$ cat config.mk
export PLATFORM = sky130hd
export DESIGN_NAME = decoder38_pulse_flat
export DESIGN_NICKNAME = d
export VERILOG_FILES = /design/src/rtl/decoder38_pulse_pkg.sv /design/src/rtl/decoder38_pulse_if.sv /design/src/rtl/decoder38_pulse_dec.sv /design/src/rtl/decoder38_pulse.sv /design/src/flat_wrapper.sv
export SDC_FILE = /design/constraint.sdc
export NUM_CORES = 1
export LEC_CHECK = 0
export BUFFER_PORTS_ARGS = -buffer_cell sky130_fd_sc_hd__buf_2
export CORE_AREA = 2 2 47 49
export DETAILED_ROUTE_END_ITERATION = 10
export DIE_AREA = 0 0 49 51
export GPL_ROUTABILITY_DRIVEN = 0
export PLACE_DENSITY_LB_ADDON = 0.05
export SYNTH_ARGS = -nofsm -noshare
export SYNTH_HDL_FRONTEND = slang
export SYNTH_SLANG_ARGS = --single-unit
$ cat constraint.sdc
create_clock -name clk -period 2.4 [get_ports clk]
set_clock_uncertainty 0.2 [all_clocks]
set_input_delay 0.48 -clock clk [delete_from_list [all_inputs] [get_ports clk]]
set_output_delay 0.48 -clock clk [all_outputs]
set_load 0.01 [all_outputs]
$ cat src/rtl/decoder38_pulse_pkg.sv
// Shared types and widths for the 3:8 pulse decoder and its 8:3 encoder counterpart.
// Optional feature macro: DEC_PARITY_EN (odd parity on the input code).
package decoder38_pulse_pkg;

   localparam int DEC_CODE_W   = 3;
   localparam int DEC_ONEHOT_W = 8;

   typedef enum logic [1:0] {
      ST_IDLE = 2'd0,
      ST_HOLD = 2'd1,
      ST_GAP  = 2'd2
   } state_t;

   // Odd parity: the parity bit together with the code must have an odd number of ones.
   function automatic logic parity_ok(input logic par, input logic [DEC_CODE_W-1:0] code);
      return ^{par, code};
   endfunction

endpackage

$ cat src/rtl/decoder38_pulse_if.sv
// Handshake/output bundle of decoder38_pulse; master = code sender, slave = decoder.
// Optional feature macro: DEC_PARITY_EN adds in_parity and err.
interface decoder38_pulse_if;
   import decoder38_pulse_pkg::*;

   logic                    in_valid;
   logic                    in_ready;
   logic [DEC_CODE_W-1:0]   in_code;
   logic [DEC_ONEHOT_W-1:0] y;
   logic                    busy;
`ifdef DEC_PARITY_EN
   logic                    in_parity;
   logic                    err;

   modport master (output in_valid, in_code, in_parity,
                   input  in_ready, y, busy, err);
   modport slave  (input  in_valid, in_code, in_parity,
                   output in_ready, y, busy, err);
`else
   modport master (output in_valid, in_code,
                   input  in_ready, y, busy);
   modport slave  (input  in_valid, in_code,
                   output in_ready, y, busy);
`endif

endinterface

$ cat src/rtl/decoder38_pulse_dec.sv
// Purely combinational 3->8 one-hot core used by decoder38_pulse.
module decoder38
   import decoder38_pulse_pkg::*;
(
   input  logic [DEC_CODE_W-1:0]   code,
   output logic [DEC_ONEHOT_W-1:0] onehot
);

   always_comb begin
      onehot = '0;
      case (code)
         3'd0:    onehot = 8'h01;
         3'd1:    onehot = 8'h02;
         3'd2:    onehot = 8'h04;
         3'd3:    onehot = 8'h08;
         3'd4:    onehot = 8'h10;
         3'd5:    onehot = 8'h20;
         3'd6:    onehot = 8'h40;
         3'd7:    onehot = 8'h80;
         default: onehot = '0;
      endcase
   end

endmodule

$ cat src/rtl/decoder38_pulse.sv
// Sequential 3:8 decoder: accepts a code over valid/ready, holds the one-hot line for
// HOLD_CYCLES, then idles GAP_CYCLES. Optional macro DEC_PARITY_EN: odd-parity check + err.
module decoder38_pulse
   import decoder38_pulse_pkg::*;
#(
   parameter int HOLD_CYCLES = 4,
   parameter int GAP_CYCLES  = 1,
   parameter int CNT_W       = 8
) (
   input  logic              clk,
   input  logic              rst_n,
   decoder38_pulse_if.slave  bus
);

   localparam int MAX_LOAD = ((HOLD_CYCLES > GAP_CYCLES) ? HOLD_CYCLES : GAP_CYCLES) - 1;

   if (HOLD_CYCLES < 1 || HOLD_CYCLES > 255) begin : g_bad_hold
      $fatal(1, "decoder38_pulse: HOLD_CYCLES must be 1..255");
   end
   if (GAP_CYCLES < 0 || GAP_CYCLES > 255) begin : g_bad_gap
      $fatal(1, "decoder38_pulse: GAP_CYCLES must be 0..255");
   end
   if (CNT_W < 1 || CNT_W > 31 || MAX_LOAD >= (1 << CNT_W)) begin : g_bad_cnt
      $fatal(1, "decoder38_pulse: CNT_W too narrow for HOLD/GAP length");
   end

   localparam logic [CNT_W-1:0] HOLD_LOAD = CNT_W'(HOLD_CYCLES - 1);
   localparam logic [CNT_W-1:0] GAP_LOAD  = (GAP_CYCLES > 0) ? CNT_W'(GAP_CYCLES - 1) : '0;

   state_t                    state_p1;
   logic [CNT_W-1:0]          cnt_p1;
   logic [DEC_ONEHOT_W-1:0]   y_p1;
   logic [DEC_ONEHOT_W-1:0]   onehot_p0;
   logic                      accept_p0;
   logic                      par_ok_p0;

   // Stage p0: handshake qualification and combinational decode of the offered code
   assign accept_p0 = bus.in_valid & bus.in_ready;

   decoder38 u_core (
      .code   (bus.in_code),
      .onehot (onehot_p0)
   );

`ifdef DEC_PARITY_EN
   logic err_p1;
   assign par_ok_p0 = parity_ok(bus.in_parity, bus.in_code);
   assign bus.err   = err_p1;
`else
   assign par_ok_p0 = 1'b1;
`endif

   // Stage p1: FSM, hold/gap counter and registered one-hot output
   always_ff @(posedge clk) begin
      if (!rst_n) begin
         state_p1 <= ST_IDLE;
         cnt_p1   <= '0;
         y_p1     <= '0;
`ifdef DEC_PARITY_EN
         err_p1   <= 1'b0;
`endif
      end else begin
`ifdef DEC_PARITY_EN
         err_p1 <= 1'b0;
`endif
         unique case (state_p1)
            ST_IDLE: begin
               if (accept_p0) begin
                  if (par_ok_p0) begin
                     y_p1     <= onehot_p0;
                     cnt_p1   <= HOLD_LOAD;
                     state_p1 <= ST_HOLD;
                  end
`ifdef DEC_PARITY_EN
                  else begin
                     // Bad parity: code is consumed without firing a strobe.
                     err_p1 <= 1'b1;
                  end
`endif
               end
            end
            ST_HOLD: begin
               if (cnt_p1 == '0) begin
                  y_p1     <= '0;
                  cnt_p1   <= GAP_LOAD;
                  state_p1 <= (GAP_CYCLES == 0) ? ST_IDLE : ST_GAP;
               end else begin
                  cnt_p1 <= cnt_p1 - 1'b1;
               end
            end
            ST_GAP: begin
               if (cnt_p1 == '0) begin
                  state_p1 <= ST_IDLE;
               end else begin
                  cnt_p1 <= cnt_p1 - 1'b1;
               end
            end
            default: begin
               y_p1     <= '0;
               cnt_p1   <= '0;
               state_p1 <= ST_IDLE;
            end
         endcase
      end
   end

   assign bus.y        = y_p1;
   assign bus.in_ready = rst_n & (state_p1 == ST_IDLE);
   assign bus.busy     = (state_p1 != ST_IDLE);

endmodule
$ cat src/flat_wrapper.sv
// flat-port wrapper written by rule: the top's interface ports become plain ports
module decoder38_pulse_flat import decoder38_pulse_pkg::*;
#(
   parameter int HOLD_CYCLES = 4,
   parameter int GAP_CYCLES  = 1,
   parameter int CNT_W       = 8
)
  (clk, rst_n, bus_in_valid, bus_in_code, bus_in_ready, bus_y, bus_busy);
  decoder38_pulse_if bus_i ();
  input  logic clk;
  input  logic rst_n;
  input wire logic [$bits(bus_i.in_valid)-1:0] bus_in_valid;
  input wire logic [$bits(bus_i.in_code)-1:0] bus_in_code;
  output wire logic [$bits(bus_i.in_ready)-1:0] bus_in_ready;
  output wire logic [$bits(bus_i.y)-1:0] bus_y;
  output wire logic [$bits(bus_i.busy)-1:0] bus_busy;
  assign bus_i.in_valid = bus_in_valid;
  assign bus_i.in_code = bus_in_code;
  assign bus_in_ready = bus_i.in_ready;
  assign bus_y = bus_i.y;
  assign bus_busy = bus_i.busy;
  decoder38_pulse #(.HOLD_CYCLES(HOLD_CYCLES), .GAP_CYCLES(GAP_CYCLES), .CNT_W(CNT_W)) u_core (.clk(clk), .rst_n(rst_n), .bus(bus_i));
endmodule
==> results of run 1 <==
[flip-flops by register name, indices dropped and copies added (netlist names)]
name,flops
u_core.bus.y,8
u_core.cnt_p1,8
u_core.state_p1,2
[cell usage in the layout (no fill, tap or decap), types with 2 or more instances in the layout]
| cell | instances |
|---|---|
| o32ai_1 | 2 |
| a21oi_1 | 9 |
| buf_2 | 15 |
| nor3_1 | 4 |
| nand2b_1 | 2 |
| nor2_1 | 7 |
| nor2b_1 | 2 |
| buf_4 | 4 |
| inv_1 | 6 |
| o22ai_1 | 2 |
| o21ai_0 | 4 |
| ha_1 | 2 |
| nor4_1 | 2 |
| o21a_1 | 2 |
| a211oi_1 | 2 |
| mux2i_1 | 4 |
| nand2_1 | 16 |
| dfxtp_1 | 18 |
| nand3_1 | 4 |
| clkbuf_4 | 3 |
| or3_1 | 2 |
| or3b_2 | 2 |
[stage by stage]
stage	cells	total power, W	util (%)	setup WS [ns]
final	161	0.00126	53.1	0.356
after global routing	161	0.00137	53.1	0.258
after CTS	161	0.00126	53.1	0.380
after detailed placement	157	0.00107	51.3	0.386
after global placement	157	0.00107	51.3	0.429
after floorplan	115	0.000901	-	0.530
[final cells by class]
type,count,area share (%)
clock buffers,4,3.31
multi-input cells,86,48.9
repair buffers,19,9.60
inverters,6,2.06
flip-flops and latches,18,32.9
well taps,28,3.20
[cells by family (layout without fill, tap and decap cells)]
family	Yosys count	in the layout	synth area share, %
buf+inv	11	29	4.79
mux	4	4	4.26
fa+ha+maj	2	2	2.66
flops	18	18	38.3
simple gates	49	49	27.9
compound gates	31	31	22.1
[how the worst max path moves through the flow]
stage / to / slack (ns)
floorplan: u_core.bus.y[3]$_SDFFE_PN0P_ / 0.53
global placement: u_core.bus.y[6]$_SDFFE_PN0P_ / 0.43
detailed placement: u_core.bus.y[1]$_SDFFE_PN0P_ / 0.39
CTS: u_core.bus.y[4]$_SDFFE_PN0P_ / 0.38
global route: u_core.bus.y[2]$_SDFFE_PN0P_ / 0.26
finish: u_core.bus.y[2]$_SDFFE_PN0P_ / 0.36
[power groups by stage]
stage / combinational (W) / clock, W / sequential, W
after floorplan: 0.000481 / 0 / 0.000420
after global placement: 0.000624 / 0 / 0.000442
after detailed placement: 0.000626 / 0 / 0.000445
after CTS: 0.000629 / 0.000196 / 0.000438
after global routing: 0.000713 / 0.000208 / 0.000454
final: 0.000630 / 0.000188 / 0.000439
[per-layer routing]
metal	up-vias	wire length [um]	global-route usage, %
met5	-	0	0
met1	415	960	24.0
met3	8	64	2.63
li1	458	-	-
met4	0	53	10.0
met2	19	986	30.6
==> run metrics, run 1 <==
outcome completed; detailed placement HPWL 1580 um; largest net degree at the start of global routing 17; CP Depth 4; synthesized area per cell 8.18 um2; WP data required 2.43 ns; row count 17; IR drop worst, VDD 0.557 mV; Syn-to-layout area delta 16.4%; switching share of power 41.2%; Post-Syn Nets 123; pwr dens 1150 nW/um2; Hold Fails Final Rpt 0; Fmax 489 MHz; max cap viols 0; RSZ-0062 raised after global routing false; post-layout min period 2.04 ns; vias in the first global route 825; fillers 216; Rel. slew slack 58.9%; Internal 0.000739 W; Tcrit/Tclk final 85.2%; register area share after synthesis 38.3%; max incr delay on CP 0.59 ns; Max Slew Vio Count 0; Total GRT Usage 18.7%; top cells by area, synth dfxtp_1 (38%), nand2_1 (6.4%), a21oi_1 (4.8%), mux2i_1 (4.3%), nor2_1 (2.8%); setup TNS 0 ns; FF-to-FF setup slack 0.36 ns; PostCTS Resize Cnt 0; Hold Buf Count CTS 0; Synth top area share 38.3%; clk slew on worst S/H paths 0.11 ns; Arrival @ worst endpoint 2.07 ns; Hold WC Path Type in2reg; crit end category register; worst hold start rst_n; Leak 0.439 nW; Die H 51 um; Nets 142; synthesized instance count 115; Final ANT Viol Nets 0; Setup Fix Bufs, Post-CTS 0; Clk pwr share 15.0%; DRT iter0 DRCs 16; clk_lat worst skew 0.29 ns; footprint of the multi-input gates 536 um2; Yosys top cell by area dfxtp_1; area of the die 2500 um2; design area 1090 um2; I/O pins 16; CTS sink count 18; critical-path cell list nor4_1 > a21oi_1 > nor2_2 > mux2i_1; Crit-path slowest cell nor4_1; Synth Flop Type dfxtp_1; Sequential Power Share 34.9%; TritonCTS buffer count 3; H-tree Lvls 1; maximum fanout along the worst path 7; critical path type reg2reg; total grt overflow 0; ratio of cells with drive above 1 in the final layout 21.8%; first-pass GRT wire length 3620 um; r2r startpoint u_core.cnt_p1[2]$_SDFFE_PN0P_; Vias 900; EDFF count, synth 0; Psw 0.000518 W; CTS Buffer Depth 2; Gate power share 50.1%; Port Buffers 15; Least-Margin Pin Slew 0.611 ns; Worst Path Buf+Inv 0; FF+latch count, synth 18; chip width 49 um; crit-path leading delay family simple AND/OR/NAND/NOR gates; ys async rst share 0%; Yosys warnings 0; crit path launch u_core.cnt_p1[2]$_SDFFE_PN0P_; synth cell count leaders dfxtp_1 (18), nand2_1 (16), a21oi_1 (9), nor2_1 (7), inv_1 (6); clock tree root buffer cell clkbuf_4; CTS tree yes; WHS Path Cells 2; most common cell in the synthesized netlist dfxtp_1; CP Launch Type register; Unique masters post-synth 40; FF+latch area 360 um2; FF-to-FF End u_core.bus.y[2]$_SDFFE_PN0P_; drt via density 5.59; final wirelength 2060 um; wire per inst 12.8 um; Worst Hold Path EP u_core.cnt_p1[1]$_SDFFE_PN0P_; ANT cells 0; Post-route DRC 0; Final setup viols 0; Reg2Reg Depth 4; Detailed Routing Iterations Pass 1 4; initial antenna violation count 0; worst hold slack 0.238 ns; Core Region 2060 um2; DP Area 1060 um2; Starting Density 45.6%; synthesized area 941 um2
No activity file was read; power rests on OpenSTA's default activity.
==> inputs of run 2 (changes only) <==
--- a/config.mk
+++ b/config.mk
@@ -5,12 +5,14 @@
 export SDC_FILE = /design/constraint.sdc
 export NUM_CORES = 1
 export LEC_CHECK = 0
+export ABC_AREA = 1
 export BUFFER_PORTS_ARGS = -buffer_cell sky130_fd_sc_hd__buf_2
 export CORE_AREA = 2 2 47 49
 export DETAILED_ROUTE_END_ITERATION = 10
 export DIE_AREA = 0 0 49 51
 export GPL_ROUTABILITY_DRIVEN = 0
 export PLACE_DENSITY_LB_ADDON = 0.05
+export SLEW_MARGIN = 25
 export SYNTH_ARGS = -nofsm -noshare
 export SYNTH_HDL_FRONTEND = slang
 export SYNTH_SLANG_ARGS = --single-unit
==> run 2 against run 1 <==
Worst hold slack worse by 0.040 ns. Synthesized area fell by 0.53%. Maximum frequency up 8.5%. Clock-buffer cell count did not move. Critical endpoint is now bus_in_ready.
==> run metrics, run 2 <==
Fmax 531 MHz (+8.5%); synthesized area 936 um2 (-0.53%); CTS tree yes; Nets 172 (+21%); Post-Syn Nets 153 (+24%); Hold WC Path Type in2reg; PostCTS Resize Cnt 0 (unchanged); Yosys warnings 0 (unchanged); chip width 49 um (unchanged); top cells by area, synth dfxtp_1 (39%), nand2_1 (15%), nor2_1 (10%), nand3_1 (8.0%), inv_1 (7.6%); FF+latch count, synth 18 (unchanged); max cap viols 0 (unchanged); Least-Margin Pin Slew 0.355 ns (-0.256 ns); Die H 51 um (unchanged); mux share of post-synthesis cell area 0% (-4.3 points); clock tree root buffer cell clkbuf_4; Psw 0.000676 W (+30%); Yosys top cell by area dfxtp_1; largest net degree at the start of global routing 15 (-2); I/O pins 16 (unchanged); Hold Fails Final Rpt 0 (unchanged); Gate power share 55.5% (+5.4 points); synthesized area per cell 6.45 um2 (-21%); clk slew on worst S/H paths 0.10 ns (about the same); clk_lat worst skew 0.29 ns (about the same); XOR/XNOR share of the synthesized area 0% (unchanged); Synth top area share 38.5% (+0.20 points); main combinational cell family by area after synthesis simple AND/OR/NAND/NOR gates; CTS sink count 18 (unchanged); Arrival @ worst endpoint 1.20 ns (-0.87 ns); Max Slew Vio Count 0 (unchanged); maximum fanout along the worst path 6 (-1); initial antenna violation count 0 (unchanged); Total GRT Usage 16.4% (-2.3 points); commonest non-fill, non-tap cell in the layout nand2_1; compound-cell area share of the yosys netlist 4.14% (-18 points); Adder-Cell Fraction of Synth Area 2.67% (+0.014 points); FF+latch area 360 um2 (unchanged); Port Buffers 15 (unchanged); detailed placement HPWL 1450 um (-7.8%); Hold Buf Count CTS 0 (unchanged); Tcrit/Tclk final 78.5% (-6.6 points); Unique masters post-synth 16 (-60%); most common cell in the synthesized netlist nand2_1; CP Launch Type register; WP data required 1.72 ns (-0.71 ns); post-layout min period 1.88 ns (-0.160 ns); DRT iter0 DRCs 21 (+5); vias in the first global route 762 (-7.6%); TritonCTS buffer count 3 (unchanged); drt via density 4.65 (-17%); most frequent cells in the layout nand2_1 (37), nor2_1 (25), inv_1 (19); CTS Buffer Depth 2 (unchanged); final wirelength 1830 um (-11%); setup TNS 0 ns (unchanged); first-pass GRT wire length 3140 um (-13%); synthesized instance count 145 (+26%); Leak 0.588 nW (+34%); Post-route DRC 0 (unchanged); critical path type reg2out; Synth Flop Type dfxtp_1; ANT cells 0 (unchanged); row count 17 (unchanged); Sequential Power Share 31.1% (-3.8 points); H-tree Lvls 1 (unchanged); Syn-to-layout area delta 14.4%; IR drop worst, VDD 0.685 mV (+23%); Core Region 2060 um2 (unchanged); total grt overflow 0 (unchanged); Setup Fix Bufs, Post-CTS 0 (unchanged); Finished Core Util 51.9% (-1.2 points); EDFF count, synth 0 (unchanged); Internal 0.000741 W (+0.30%); Final ANT Viol Nets 0 (unchanged); Clk pwr share 13.3% (-1.7 points); pwr dens 1320 nW/um2 (+15%); Final setup viols 0 (unchanged); Rel. slew slack 76.3% (+17 points); Vias 889 (-1.2%); register area share after synthesis 38.5% (+0.20 points); ratio of cells with drive above 1 in the final layout 22.1% (+0.28 points); dpl ws 0.565 ns (+0.179 ns); wire per inst 9.57 um (-25%); RSZ-0062 raised after global routing false; outcome completed; Detailed Routing Iterations Pass 1 6 (+2); Simple-Gate Fraction of Synth Area 43.9% (+16 points); footprint of the multi-input gates 474 um2 (-11%); synth cell count leaders nand2_1 (37), nor2_1 (25), inv_1 (19), dfxtp_1 (18), nand3_1 (15); Starting Density 45.4% (-0.24 points); ys async rst share 0% (unchanged); final worst slack 0.516 ns (+0.160 ns); crit end category output pin; fillers 223 (+3.2%); switching share of power 47.7% (+6.5 points); area of the die 2500 um2 (unchanged)
## run 2: area by class of cell
type | instances | area share [%]
Clock buffer | 4 | 3.39
Inverter | 24 | 8.41
Multi-Input combinational cell | 102 | 44.3
Sequential cell | 18 | 33.6
Tap cell | 28 | 3.27
Timing Repair Buffer | 15 | 7.01
## run 2: final timing paths
| check | start | endpoint | slack [ns] | cells after the start |
|---|---|---|---|---|
| worst max register to register | u_core.cnt_p1[0]$_SDFFE_PN0P_ | u_core.cnt_p1[3]$_SDFFE_PN0P_ | 0.57 | 11 |
| worst min register to register | u_core.bus.y[4]$_SDFFE_PN0P_ | u_core.bus.y[4]$_SDFFE_PN0P_ | 0.25 | 2 |
| worst max-delay path | u_core.state_p1[1]$_SDFFE_PN0P_ | bus_in_ready | 0.52 | 4 |
| worst min-delay path | bus_in_valid | u_core.state_p1[0]$_SDFFE_PN0P_ | 0.20 | 3 |
## run 2: worst max-delay path, cell delays in order, from the launching register on
cell     delay (ns)
dfxtp_1        0.33
nor2_1         0.16
inv_1          0.14
nor2_1         0.13
buf_2          0.14
## run 2: kinds of logic (layout without fill, tap and decap cells)
logic type / count (synthesis) / count (layout)
AO/OA/AOI/OAI: 7 / 7
adder cells (fa/ha/maj): 2 / 2
buffers and inverters: 25 / 43
flip-flops: 18 / 18
AND/OR/NAND/NOR: 93 / 93
## run 2: metal layers
metal  vias up  GRT usage (%)  wire, um
li1        481              -         -
met1       383           19.9       890
met2        21           26.9       821
met3         4           5.26        90
met4         0           7.14        25
met5         -              0         0
## run 2: per-stage QoR
| stage | cells | power, W | hold slack, ns | cell area (um2) |
|---|---|---|---|---|
| floorplan | 145 | 0.00108 | 0.245 | 936 |
| detailed placement | 187 | 0.00124 | 0.232 | 1030 |
| CTS | 191 | 0.00143 | 0.195 | 1070 |
| finish | 191 | 0.00142 | 0.198 | 1070 |
| global route | 191 | 0.00157 | 0.218 | 1070 |
| global placement | 187 | 0.00122 | 0.229 | 1030 |
## run 2: power by group through the flow
| stage | logic, W | clock network (W) | registers, W |
|---|---|---|---|
| floorplan | 0.000628 | 0 | 0.000448 |
| global placement | 0.000779 | 0 | 0.000446 |
| detailed placement | 0.000789 | 0 | 0.000448 |
| CTS | 0.000792 | 0.000195 | 0.000441 |
| global route | 0.000906 | 0.000208 | 0.000453 |
| finish | 0.000787 | 0.000189 | 0.000441 |
